===== config.mk =====
export PLATFORM = sky130hd
export DESIGN_NAME = tri_mat_mul
export DESIGN_NICKNAME = d
export VERILOG_FILES = /design/src/rtl/mat_pkg.sv /design/src/rtl/fx_mac.sv /design/src/rtl/tri_mat_mul.sv
export SDC_FILE = /design/constraint.sdc
export NUM_CORES = 2
export LEC_CHECK = 0
export ABC_AREA = 1
export CAP_MARGIN = 40
export CORE_MARGIN = 3
export CORE_UTILIZATION = 36
export CTS_BUF_LIST = sky130_fd_sc_hd__clkbuf_2 sky130_fd_sc_hd__clkbuf_4 sky130_fd_sc_hd__clkbuf_8
export CTS_CLUSTER_SIZE = 8
export DETAILED_ROUTE_END_ITERATION = 10
export MAX_ROUTING_LAYER = met4
export SLEW_MARGIN = 40
export SYNTH_ARGS = -nofsm -noshare
export SYNTH_HDL_FRONTEND = slang
export SYNTH_HIERARCHICAL = 1
export SYNTH_SLANG_ARGS = --single-unit

===== constraint.sdc =====
create_clock -name clk -period 13.7 [get_ports clk]
set_input_delay 2.055 -clock clk [delete_from_list [all_inputs] [get_ports clk]]
set_output_delay 2.055 -clock clk [all_outputs]
set_load 0.1 [all_outputs]

===== src/rtl/mat_pkg.sv =====
// Shared definitions for the triangular matrix multiplier: FSM states,
// default geometry / number format, and the accumulator sizing rule.
package mat_pkg;

  typedef enum logic [2:0] {
    IDLE    = 3'd0,
    LOAD    = 3'd1,
    LOADED  = 3'd2,
    COMPUTE = 3'd3,
    DRAIN   = 3'd4
  } state_t;

  localparam int DEF_N    = 3;
  localparam int DEF_SIZE = 16;
  localparam int DEF_FRAC = 12;

  // Full-precision product plus headroom for summing up to n products.
  function automatic int acc_width(input int size, input int n);
    return 2 * size + $clog2(n);
  endfunction

endpackage


===== src/rtl/fx_mac.sv =====
// Signed fixed-point multiply-accumulate with output scaling: one product per
// enabled cycle, optional round-half-up, then saturate or wrap to SIZE bits.
// The scaled result is combinational on the running sum so the caller can
// capture it in the same cycle as the final product.
module fx_mac
  import mat_pkg::*;
#(
  parameter int SIZE  = DEF_SIZE,
  parameter int FRAC  = DEF_FRAC,
  parameter int ROUND = 1,
  parameter int SAT   = 1,
  parameter int ACC_W = acc_width(DEF_SIZE, DEF_N)
) (
  input  logic            clk,
  input  logic            rst_n,
  input  logic            clear,
  input  logic            en,
  input  logic            first,
  input  logic [SIZE-1:0] a,
  input  logic [SIZE-1:0] b,
  output logic [SIZE-1:0] res,
  output logic            sat
);

  // One extra bit so adding the rounding constant can never overflow.
  localparam int EW      = ACC_W + 1;
  localparam int HALF_SH = (FRAC > 0) ? FRAC - 1 : 0;
  localparam logic signed [EW-1:0] HALF =
    (ROUND != 0 && FRAC > 0) ? (EW'(1) << HALF_SH) : EW'(0);
  localparam logic [SIZE-1:0] MAX_VAL = {1'b0, {(SIZE-1){1'b1}}};
  localparam logic [SIZE-1:0] MIN_VAL = {1'b1, {(SIZE-1){1'b0}}};

  logic signed [2*SIZE-1:0] prod_s;
  logic signed [ACC_W-1:0]  prod_ext_s;
  logic signed [ACC_W-1:0]  sum_s;
  logic signed [ACC_W-1:0]  acc_r;
  logic signed [EW-1:0]     rnd_s;
  logic signed [EW-1:0]     shr_s;
  logic [EW-SIZE:0]         hi_s;
  logic                     ovf_s;

  // Product, running sum (restarted on the first term of a dot product) and scaling.
  always_comb begin
    prod_s     = $signed(a) * $signed(b);
    prod_ext_s = {{(ACC_W-2*SIZE){prod_s[2*SIZE-1]}}, prod_s};
    if (first) begin
      sum_s = prod_ext_s;
    end else begin
      sum_s = acc_r + prod_ext_s;
    end
    rnd_s = {sum_s[ACC_W-1], sum_s} + HALF;
    shr_s = rnd_s >>> FRAC;
    hi_s  = shr_s[EW-1:SIZE-1];
    ovf_s = ~((&hi_s) | ~(|hi_s));
  end

  // Clamp out-of-range results when saturating, otherwise keep the low bits.
  always_comb begin
    res = shr_s[SIZE-1:0];
    sat = 1'b0;
    if (SAT != 0 && ovf_s) begin
      res = shr_s[EW-1] ? MIN_VAL : MAX_VAL;
      sat = 1'b1;
    end else begin
      res = shr_s[SIZE-1:0];
      sat = 1'b0;
    end
  end

  // Accumulator register, advanced once per enabled cycle.
  always_ff @(posedge clk or negedge rst_n) begin
    if (!rst_n) begin
      acc_r <= '0;
    end else if (clear) begin
      acc_r <= '0;
    end else if (en) begin
      acc_r <= sum_s;
    end
  end

endmodule


===== src/rtl/tri_mat_mul.sv =====
// C = A * B where A is upper triangular (R-inverse) and B is Q-transpose.
// Pairs of elements are streamed in row-major, a start pulse runs the
// triangular MAC schedule, and results are drained row-major with a
// valid/ready handshake.
module tri_mat_mul
  import mat_pkg::*;
#(
  parameter int N     = DEF_N,
  parameter int SIZE  = DEF_SIZE,
  parameter int FRAC  = DEF_FRAC,
  parameter int ROUND = 1,
  parameter int SAT   = 1
) (
  input  logic            clk,
  input  logic            rst_n,
  input  logic            clear,
  input  logic            load_valid,
  output logic            load_ready,
  input  logic [SIZE-1:0] a_elem,
  input  logic [SIZE-1:0] b_elem,
  input  logic            start,
  output logic            busy,
  output logic            out_valid,
  input  logic            out_ready,
  output logic [SIZE-1:0] out_elem,
  output logic            out_last,
  output logic            sat_flag
);

  localparam int NN    = N * N;
  localparam int IW    = $clog2(NN);
  localparam int RW    = $clog2(N);
  localparam int ACC_W = acc_width(SIZE, N);
  localparam logic [IW-1:0] LAST_IDX = IW'(NN - 1);
  localparam logic [RW-1:0] LAST_ROW = RW'(N - 1);

  state_t state_r, state_s;

  logic [SIZE-1:0] a_mem_r [NN];
  logic [SIZE-1:0] b_mem_r [NN];
  logic [SIZE-1:0] c_mem_r [NN];

  logic [IW-1:0]   load_cnt_r, drain_idx_r;
  logic [RW-1:0]   i_r, j_r, k_r;
  logic            load_ready_r, busy_r, out_valid_r, out_last_r, sat_flag_r;
  logic [SIZE-1:0] out_elem_r;

  logic            load_acc_s, start_acc_s, mac_en_s, k_first_s, k_last_s;
  logic            mac_done_s, out_hs_s, mac_sat_s;
  logic [IW-1:0]   a_idx_s, b_idx_s, c_idx_s, next_idx_s;
  logic [SIZE-1:0] mac_res_s;

  assign load_ready = load_ready_r;
  assign busy       = busy_r;
  assign out_valid  = out_valid_r;
  assign out_elem   = out_elem_r;
  assign out_last   = out_last_r;
  assign sat_flag   = sat_flag_r;

  // Handshake qualifiers and schedule addressing; only k >= i is ever visited,
  // so the lower triangle of A never contributes.
  always_comb begin
    load_acc_s  = load_valid & load_ready_r & ~clear;
    start_acc_s = (state_r == LOADED) & start;
    mac_en_s    = (state_r == COMPUTE);
    k_first_s   = (k_r == i_r);
    k_last_s    = (k_r == LAST_ROW);
    mac_done_s  = mac_en_s & k_last_s & (i_r == LAST_ROW) & (j_r == LAST_ROW);
    out_hs_s    = out_valid_r & out_ready;
    a_idx_s     = IW'(i_r) * IW'(N) + IW'(k_r);
    b_idx_s     = IW'(k_r) * IW'(N) + IW'(j_r);
    c_idx_s     = IW'(i_r) * IW'(N) + IW'(j_r);
    next_idx_s  = drain_idx_r + IW'(1);
  end

  // Next-state logic; clear overrides everything.
  always_comb begin
    state_s = state_r;
    if (clear) begin
      state_s = IDLE;
    end else begin
      case (state_r)
        IDLE:    state_s = load_acc_s ? LOAD : IDLE;
        LOAD:    state_s = (load_acc_s && load_cnt_r == LAST_IDX) ? LOADED : LOAD;
        LOADED:  state_s = start ? COMPUTE : LOADED;
        COMPUTE: state_s = mac_done_s ? DRAIN : COMPUTE;
        DRAIN:   state_s = (out_hs_s && out_last_r) ? IDLE : DRAIN;
        default: state_s = IDLE;
      endcase
    end
  end

  // State register plus flags registered from the next state.
  always_ff @(posedge clk or negedge rst_n) begin
    if (!rst_n) begin
      state_r      <= IDLE;
      load_ready_r <= 1'b0;
      busy_r       <= 1'b0;
    end else begin
      state_r      <= state_s;
      load_ready_r <= (state_s == IDLE) || (state_s == LOAD);
      busy_r       <= (state_s == COMPUTE);
    end
  end

  // Operand capture: A and B element pairs written at the load counter.
  always_ff @(posedge clk or negedge rst_n) begin
    if (!rst_n) begin
      load_cnt_r <= '0;
      for (int p = 0; p < NN; p++) begin
        a_mem_r[p] <= '0;
        b_mem_r[p] <= '0;
      end
    end else if (clear) begin
      load_cnt_r <= '0;
    end else if (load_acc_s) begin
      a_mem_r[load_cnt_r] <= a_elem;
      b_mem_r[load_cnt_r] <= b_elem;
      load_cnt_r <= (load_cnt_r == LAST_IDX) ? '0 : load_cnt_r + IW'(1);
    end
  end

  // MAC schedule: rows i, columns j, inner k from i to N-1; result stored on k = N-1.
  always_ff @(posedge clk or negedge rst_n) begin
    if (!rst_n) begin
      i_r        <= '0;
      j_r        <= '0;
      k_r        <= '0;
      sat_flag_r <= 1'b0;
      for (int p = 0; p < NN; p++) begin
        c_mem_r[p] <= '0;
      end
    end else if (clear) begin
      i_r <= '0;
      j_r <= '0;
      k_r <= '0;
    end else if (start_acc_s) begin
      i_r        <= '0;
      j_r        <= '0;
      k_r        <= '0;
      sat_flag_r <= 1'b0;
    end else if (mac_en_s) begin
      if (k_last_s) begin
        c_mem_r[c_idx_s] <= mac_res_s;
        if (mac_sat_s) begin
          sat_flag_r <= 1'b1;
        end
        if (j_r == LAST_ROW) begin
          if (i_r == LAST_ROW) begin
            i_r <= '0;
            j_r <= '0;
            k_r <= '0;
          end else begin
            i_r <= i_r + RW'(1);
            j_r <= '0;
            k_r <= i_r + RW'(1);
          end
        end else begin
          j_r <= j_r + RW'(1);
          k_r <= i_r;
        end
      end else begin
        k_r <= k_r + RW'(1);
      end
    end
  end

  // Drain: present C row-major, hold while stalled, advance on each handshake.
  always_ff @(posedge clk or negedge rst_n) begin
    if (!rst_n) begin
      out_valid_r <= 1'b0;
      out_last_r  <= 1'b0;
      out_elem_r  <= '0;
      drain_idx_r <= '0;
    end else if (clear) begin
      out_valid_r <= 1'b0;
      out_last_r  <= 1'b0;
      out_elem_r  <= '0;
      drain_idx_r <= '0;
    end else if (mac_done_s) begin
      out_valid_r <= 1'b1;
      out_last_r  <= 1'b0;
      out_elem_r  <= c_mem_r[0];
      drain_idx_r <= '0;
    end else if (out_hs_s) begin
      if (out_last_r) begin
        out_valid_r <= 1'b0;
        out_last_r  <= 1'b0;
        drain_idx_r <= '0;
      end else begin
        out_elem_r  <= c_mem_r[next_idx_s];
        out_last_r  <= (next_idx_s == LAST_IDX);
        drain_idx_r <= next_idx_s;
      end
    end
  end

  fx_mac #(
    .SIZE  (SIZE),
    .FRAC  (FRAC),
    .ROUND (ROUND),
    .SAT   (SAT),
    .ACC_W (ACC_W)
  ) u_mac (
    .clk   (clk),
    .rst_n (rst_n),
    .clear (clear),
    .en    (mac_en_s),
    .first (k_first_s),
    .a     (a_mem_r[a_idx_s]),
    .b     (b_mem_r[b_idx_s]),
    .res   (mac_res_s),
    .sat   (mac_sat_s)
  );

endmodule


## After elaboration in Yosys (flattened, before gate mapping)

Cells that the tools add are included.
W data, S select, Z words.

- Bits in registers: 504
- Input port bits: 38
- Output and inout bits: 21
- Word-level logic and storage cells: 179

- $add $sub $neg: 10
- Multipliers: 3
- Order comparisons: 7
- Equality and inequality tests: 14
- Mux-type cells: 66
- Bitwise gates (word level): 16
- Reductions and logical operators: 23

Operator list:

| cell | number |
|---|---|
| $bwmux W144 | 3 |
| $mux W16 | 14 |
| $bmux W16 S4 | 3 |
| $demux W16 S4 | 2 |
| $mux W34 | 3 |
| $add A34 B13 Y35 const B | 1 |
| $add A34 B32 Y34 | 1 |
| $mul A16 B16 Y32 | 1 |
| $mux W2 | 16 |
| $mux W4 | 7 |
| $ge A5 B5 Y1 const B | 5 |
| $not A4 Y5 | 5 |
| $pmux W3 S5 | 1 |
| $mux W1 | 14 |
| $add A4 B2 Y4 | 3 |
| $reduce_bool A3 Y1 | 4 |
| $lt A5 B1 Y1 const B | 2 |
| $eq A3 B2 Y1 const B | 3 |
| $mux W3 | 3 |
| $add A4 B1 Y4 const B | 2 |
| $eq A4 B4 Y1 const B | 2 |
| $mul A2 B2 Y4 const B | 2 |
| $reduce_and A2 Y1 | 4 |
| $reduce_and A4 Y1 | 2 |
| other kinds (16) | 36 |

## Depth between registers and ports, before layout

- Depth in word-level cells: 17
- Depth in mapped cells: 68
- Depth with buffers taken out: 62

## Hierarchy

Netlist, hierarchy kept.

Modules (own cells, without submodules):

| module | times used | cells an instance | area an instance (µm²) | sequential area each (µm²) |
|---|---|---|---|---|
| tri_mat_mul | 1 | 2773 | 22186.3 | 11761.3 |
| fx_mac | 1 | 2541 | 16448.3 | 850.8 |

## Worst setup path after synthesis

Ideal clock, no wire load.

- Path type: register -> register
- Start point: register j_r[1]
- End point: register c_mem_r[134] (netlist bit)
- Library setup time: 83 ps
- Data arrival time: 10513 ps
- Required time: 13617 ps
- Slack: 3104 ps
- Stages on the path, launching flop included: 60
- Path buffers: 7
- Period minus slack after synthesis: 10596 ps
- Path through: dfrtp_1 > fa_1 > ha_1 > inv_1 > fa_1 > buf_2 > inv_2 > or4_1 > buf_1 > clkbuf_1 > o21ai_1 > clkbuf_1 > clkbuf_1 > nand2_1 > fa_1 > inv_1 > fa_1 > fa_1 > [24 not listed] > nand2_1 > nand3_1 > nand2_1 > nand2_1 > nand3_1 > nor2_1 > nand3_1 > nand2_1 > nand2_1 > nor2_1 > nand2_2 > nand2_4 > buf_12 > nand2_1 > nand2_1 > clkbuf_1 > inv_1 > o21ai_0

- Longest elaborated chain between the ends: 14
- Elaborated cells on any way between the ends: 23
- Classes of those cells: add/sub: 4; mul: 1; order compare: 2; mux: 9; bitwise: 4; reduce/logical: 3

Ends and longest elaborated chain:

| item | line | text |
|---|---|---|
| start: declaration | tri_mat_mul.sv:44 | `logic [RW-1:0] i_r, j_r, k_r;` |
| start signal: assignment | tri_mat_mul.sv:159 | `j_r <= j_r + RW'(1);` |
| $add A4 B2 Y4 (*) | tri_mat_mul.sv:71 | `b_idx_s = IW'(k_r) * IW'(N) + IW'(j_r);` |
| $not A4 Y5 (not written as such) (*) | tri_mat_mul.sv:211 | `.b (b_mem_r[b_idx_s]),` |
| $bmux W16 S4 (*) | tri_mat_mul.sv:211 |  |
| $mux W16 (not written as such) (*) (2 in a row) | tri_mat_mul.sv:211 |  |
| $mul A16 B16 Y32 (*) | fx_mac.sv:44 | `prod_s = $signed(a) * $signed(b);` |
| $add A34 B32 Y34 | fx_mac.sv:49 | `sum_s = acc_r + prod_ext_s;` |
| $mux W34 (*) | fx_mac.sv:46 | `if (first) begin` |
| $add A34 B13 Y35 (*) | fx_mac.sv:51 | `rnd_s = {sum_s[ACC_W-1], sum_s} + HALF;` |
| $reduce_or A8 Y1 | fx_mac.sv:54 | `ovf_s = ~((&hi_s) \| ~(\|hi_s));` |
| $not A1 Y1 | fx_mac.sv:54 |  |
| $or A1 B1 Y1 | fx_mac.sv:54 |  |
| $mux W16 (*) | fx_mac.sv:61 | `if (SAT != 0 && ovf_s) begin` |
| via mac_res_s[6] | tri_mat_mul.sv:51 | `logic [SIZE-1:0] mac_res_s;` |
| $bwmux W144 (*) | tri_mat_mul.sv:144 | `c_mem_r[c_idx_s] <= mac_res_s;` |
| end signal: indexed assignment | tri_mat_mul.sv:144 |  |
| end: declaration | tri_mat_mul.sv:41 | `logic [SIZE-1:0] c_mem_r [NN];` |

The timed path passes the listed nets; every way through them passes the cells marked *. The select of a mux whose other input is x is not followed.
A chain may end at the register's enable or synchronous reset.

## Final worst setup path

- Start point: register j_r[1]
- End point: register c_mem_r[3] (netlist bit)

The elaborated chain is that of the path after synthesis.

==> summary.md <==
| Metric | Value |
|---|---|
| Fillers | `around 11000` |
| Final min period | `roughly 13000 ps` |
| Synth Area per Inst | `7.270 sq um` |
| Die Ht | `~330 microns` |
| Critical R2R Capture | `c_mem_r[3]` |
| CTS tree | `built` |
| Detail Placement HPWL | `approximately 78000 microns` |
| Die Footprint | `between 100000 and 150000 sq um` |
| Worst rel slew slack | `0.4929` |
| Routed via count | `~33000` |
| First-pass GRT wire length | `182400 microns` |
| Starting Density | `0.3649` |
| # H-tree levels | `3` |
| Max_cap viols | `0` |
| Crit. path cell count | `a little over 50` |
| Synth Register Bits | `between 500 and 600` |
| Finish-stage setup viols | `0` |
| Core Box Area | `~110000 sq um` |
| WL final | `112600 microns` |
| Global router's overall resource usage | `0.2095` |
| CP Class | `register to register` |
| Worst r2r path cells | `51` |
| Final Hold Viols | `0` |
| Initial antenna violation count | `2` |
| Post-cts resize count | `0` |
| CP dominant cell by count | `nand2_1` |
| Largest net degree at the start of global routing | `150` |
| CP arrival | `roughly 14000 ps` |
| Starting DRC count in detailed routing | `2655` |
| F_max | `just under 0.08 GHz` |
| Cell Area, Synth | `slightly below 40000 sq um` |
| CP Launch Type | `register` |
| Share of cells above drive strength 1 | `0.08153` |
| Setup bufs post-CTS | `0` |
| Distinct cells, synth | `47` |
| P&R area growth vs syn | `10.97%` |
| TritonCTS Buffers | `93` |
| Number of flops mapped to enable cells by yosys | `0` |
| Period utilization | `0.9399` |
| Port-buffer cells | `58` |
| Worst Path Buf+Inv | `11` |
| CP endpoint | `c_mem_r[3]` |
| Crit path largest cell delay | `~800 ps` |
| Clk Latency, worst-skew pair | `around 770 ps` |
| Crit path max-delay family | `adder cells` |
| Crit Reg-Reg Startpoint | `j_r[1]` |
| Post-synth top flop | `dfrtp_1` |
| DR WL/cell | `roughly 17 microns` |
| Setup crit start | `j_r[1]` |
| DRC | `0` |
| Post-CTS Hold Fix Bufs | `0` |
| CP max stage cell | `fa_1` |
| Worst Path Max Fanout | `16` |
| Initial DRT Pass Iterations | `8` |
| Layout Skew | `slightly above 80 ps` |
| Register-to-register setup slack | `820 ps` |
| Clk slew on worst S/H paths | `roughly 60 ps` |
| Post-route ant nets | `0` |
| Synth Net Count | `between 5000 and 6000` |
| Overflow after GRT | `0` |
| Fin util | `0.4050` |
| Row cnt | `119` |
| # nets final | `around 5700` |
| Total Neg Setup Slack | `0 ps` |
| Cells after Synth | `5314` |
| Die Width | `about 330 microns` |
| GP Congestion | `0.9435` |
| FFs w/ async S/R, synth | `1.000` |
| Sink Count | `504` |
| Critical Path RT | `14350 ps` |
| RSZ-0062 raised after global routing | `false` |
| Number of global-route vias before repair | `~33000` |
| Slew @ Worst Pin | `756.0 ps` |
| Status | `completed` |
| IO Pins | `59` |
| Sequential area share after synthesis | `0.3264` |
| Via/cell ratio | `just under 5` |
| Final Max Slew Viols | `0` |
| CP endpoint kind | `register` |
| Worst hold-check path type | `register to register` |
| Clock Tree Root | `clkbuf_8` |
| CTS Buffer Depth | `3` |
| Yosys warnings | `6` |
==> sequential cells by signal, indices dropped and copies added, names as in the netlist <==
signal       flops
load_cnt_r       4
drain_idx_r      4
out_last         1
b_mem_r        144
out_valid        1
i_r              2
out_elem        16
sat_flag         1
a_mem_r        144
c_mem_r        144
busy             1
k_r              2
u_mac/acc_r     34
state_r          3
load_ready       1
j_r              2
==> worst register-to-register path, delay by kind of cell, from the launching register on <==
| family | cells | cell delay [ps] |
|---|---|---|
| AND/OR/NAND/NOR | 27 | 5150 |
| AO/OA/AOI/OAI | 2 | 450 |
| adder cells (fa/ha/maj) | 11 | 5210 |
| flip-flops | 1 | 420 |
| buffers and inverters | 11 | 1520 |
==> synth_stat cells, types with 39 or more instances <==
library cell | number | area (sq um)
a21oi_1 | 65 | 325.3
fa_1 | 267 | 5345
buf_2 | 39 | 195.2
clkbuf_1 | 208 | 780.8
o21ai_0 | 681 | 3408
nand3_1 | 278 | 1391
nand4_1 | 55 | 344.1
ha_1 | 133 | 1664
nor2_1 | 348 | 1306
inv_1 | 863 | 3239
nand2_1 | 1546 | 5803
inv_2 | 42 | 157.7
dfrtp_1 | 504 | 12610
==> cell usage in the layout, fill, tap and decap left out, types with 7 or more instances in the layout <==
master              n
nand2_1          1546
inv_1             861
o21ai_0           669
dfrtp_1           503
nor2_1            347
nand3_1           278
fa_1              266
ha_1              130
clkbuf_8          112
buf_4              68
a21oi_1            64
nand4_1            55
inv_2              43
o21ai_1            42
o211ai_1           37
nor2_2             37
clkdlybuf4s50_1    36
clkbuf_4           34
nand2_2            26
buf_2              21
o22ai_1            19
xor2_1             19
clkinv_2           13
xnor2_1            11
nand3_2            10
buf_16              9
nor3_1              7
nor2_4              7
buf_12              7
o21bai_1            7
or2_2               7
==> metrics by stage <==
stage	setup WS [ps]	std cells	hold slack (ps)	area, sq um
after floorplan	3104	5314	447.8	38630
after global placement	1069	6565	460.4	40460
after detailed placement	1011	6576	467.7	40660
after CTS	951.8	6748	481.6	42800
after global routing	58.52	6753	500.8	42870
final	823.5	6753	477.3	42870
==> final cells by class <==
| class | instances | area, sq um | share of cell area |
|---|---|---|---|
| Multi-Input combinational cell | 3629 | 21540 | 0.5024 |
| Sequential cell | 504 | 12610 | 0.2942 |
| Inverter | 910 | 3416 | 0.07967 |
| Clock buffer | 146 | 1797 | 0.04191 |
| Tap cell | 1391 | 1740 | 0.04059 |
| Timing Repair Buffer | 145 | 1413 | 0.03295 |
| Clock inverter | 26 | 349.1 | 0.008142 |
| Antenna cell | 2 | 5.005 | 0.0001167 |
==> worst min path at each step <==
| stage | slack, ps | cells after the start | endpoint | startpoint |
|---|---|---|---|---|
| after CTS | 480 | 2 | a_mem_r[70] | a_mem_r[70] |
| after global placement | 460 | 2 | a_mem_r[71] | a_mem_r[71] |
| after detailed placement | 470 | 2 | b_mem_r[122] | b_mem_r[122] |
| after global routing | 500 | 2 | a_mem_r[136] | a_mem_r[136] |
| after floorplan | 450 | 2 | a_mem_r[128] | a_mem_r[128] |
| final | 480 | 2 | a_mem_r[70] | a_mem_r[70] |
==> per-layer routing <==
layer,vias to the layer above,share of wire,GRT usage
met5,-,0,-
met4,0,0.026,0.05946
met3,180,0.051,0.02777
met2,873,0.47,0.3393
met1,16100,0.45,0.2757
li1,16330,-,-
==> logic make-up after synthesis <==
kind of cell               synth area share
and+or+nand+nor                      0.2522
buffers and inverters                0.1174
AOI/OAI and AO/OA                    0.1149
DFF                                  0.3264
adders and majority gates            0.1814
xor gates and xnor gates           0.007676
Power is not shown: default switching activity piles up to over one toggle a cycle in this logic, so the estimate is an artifact.
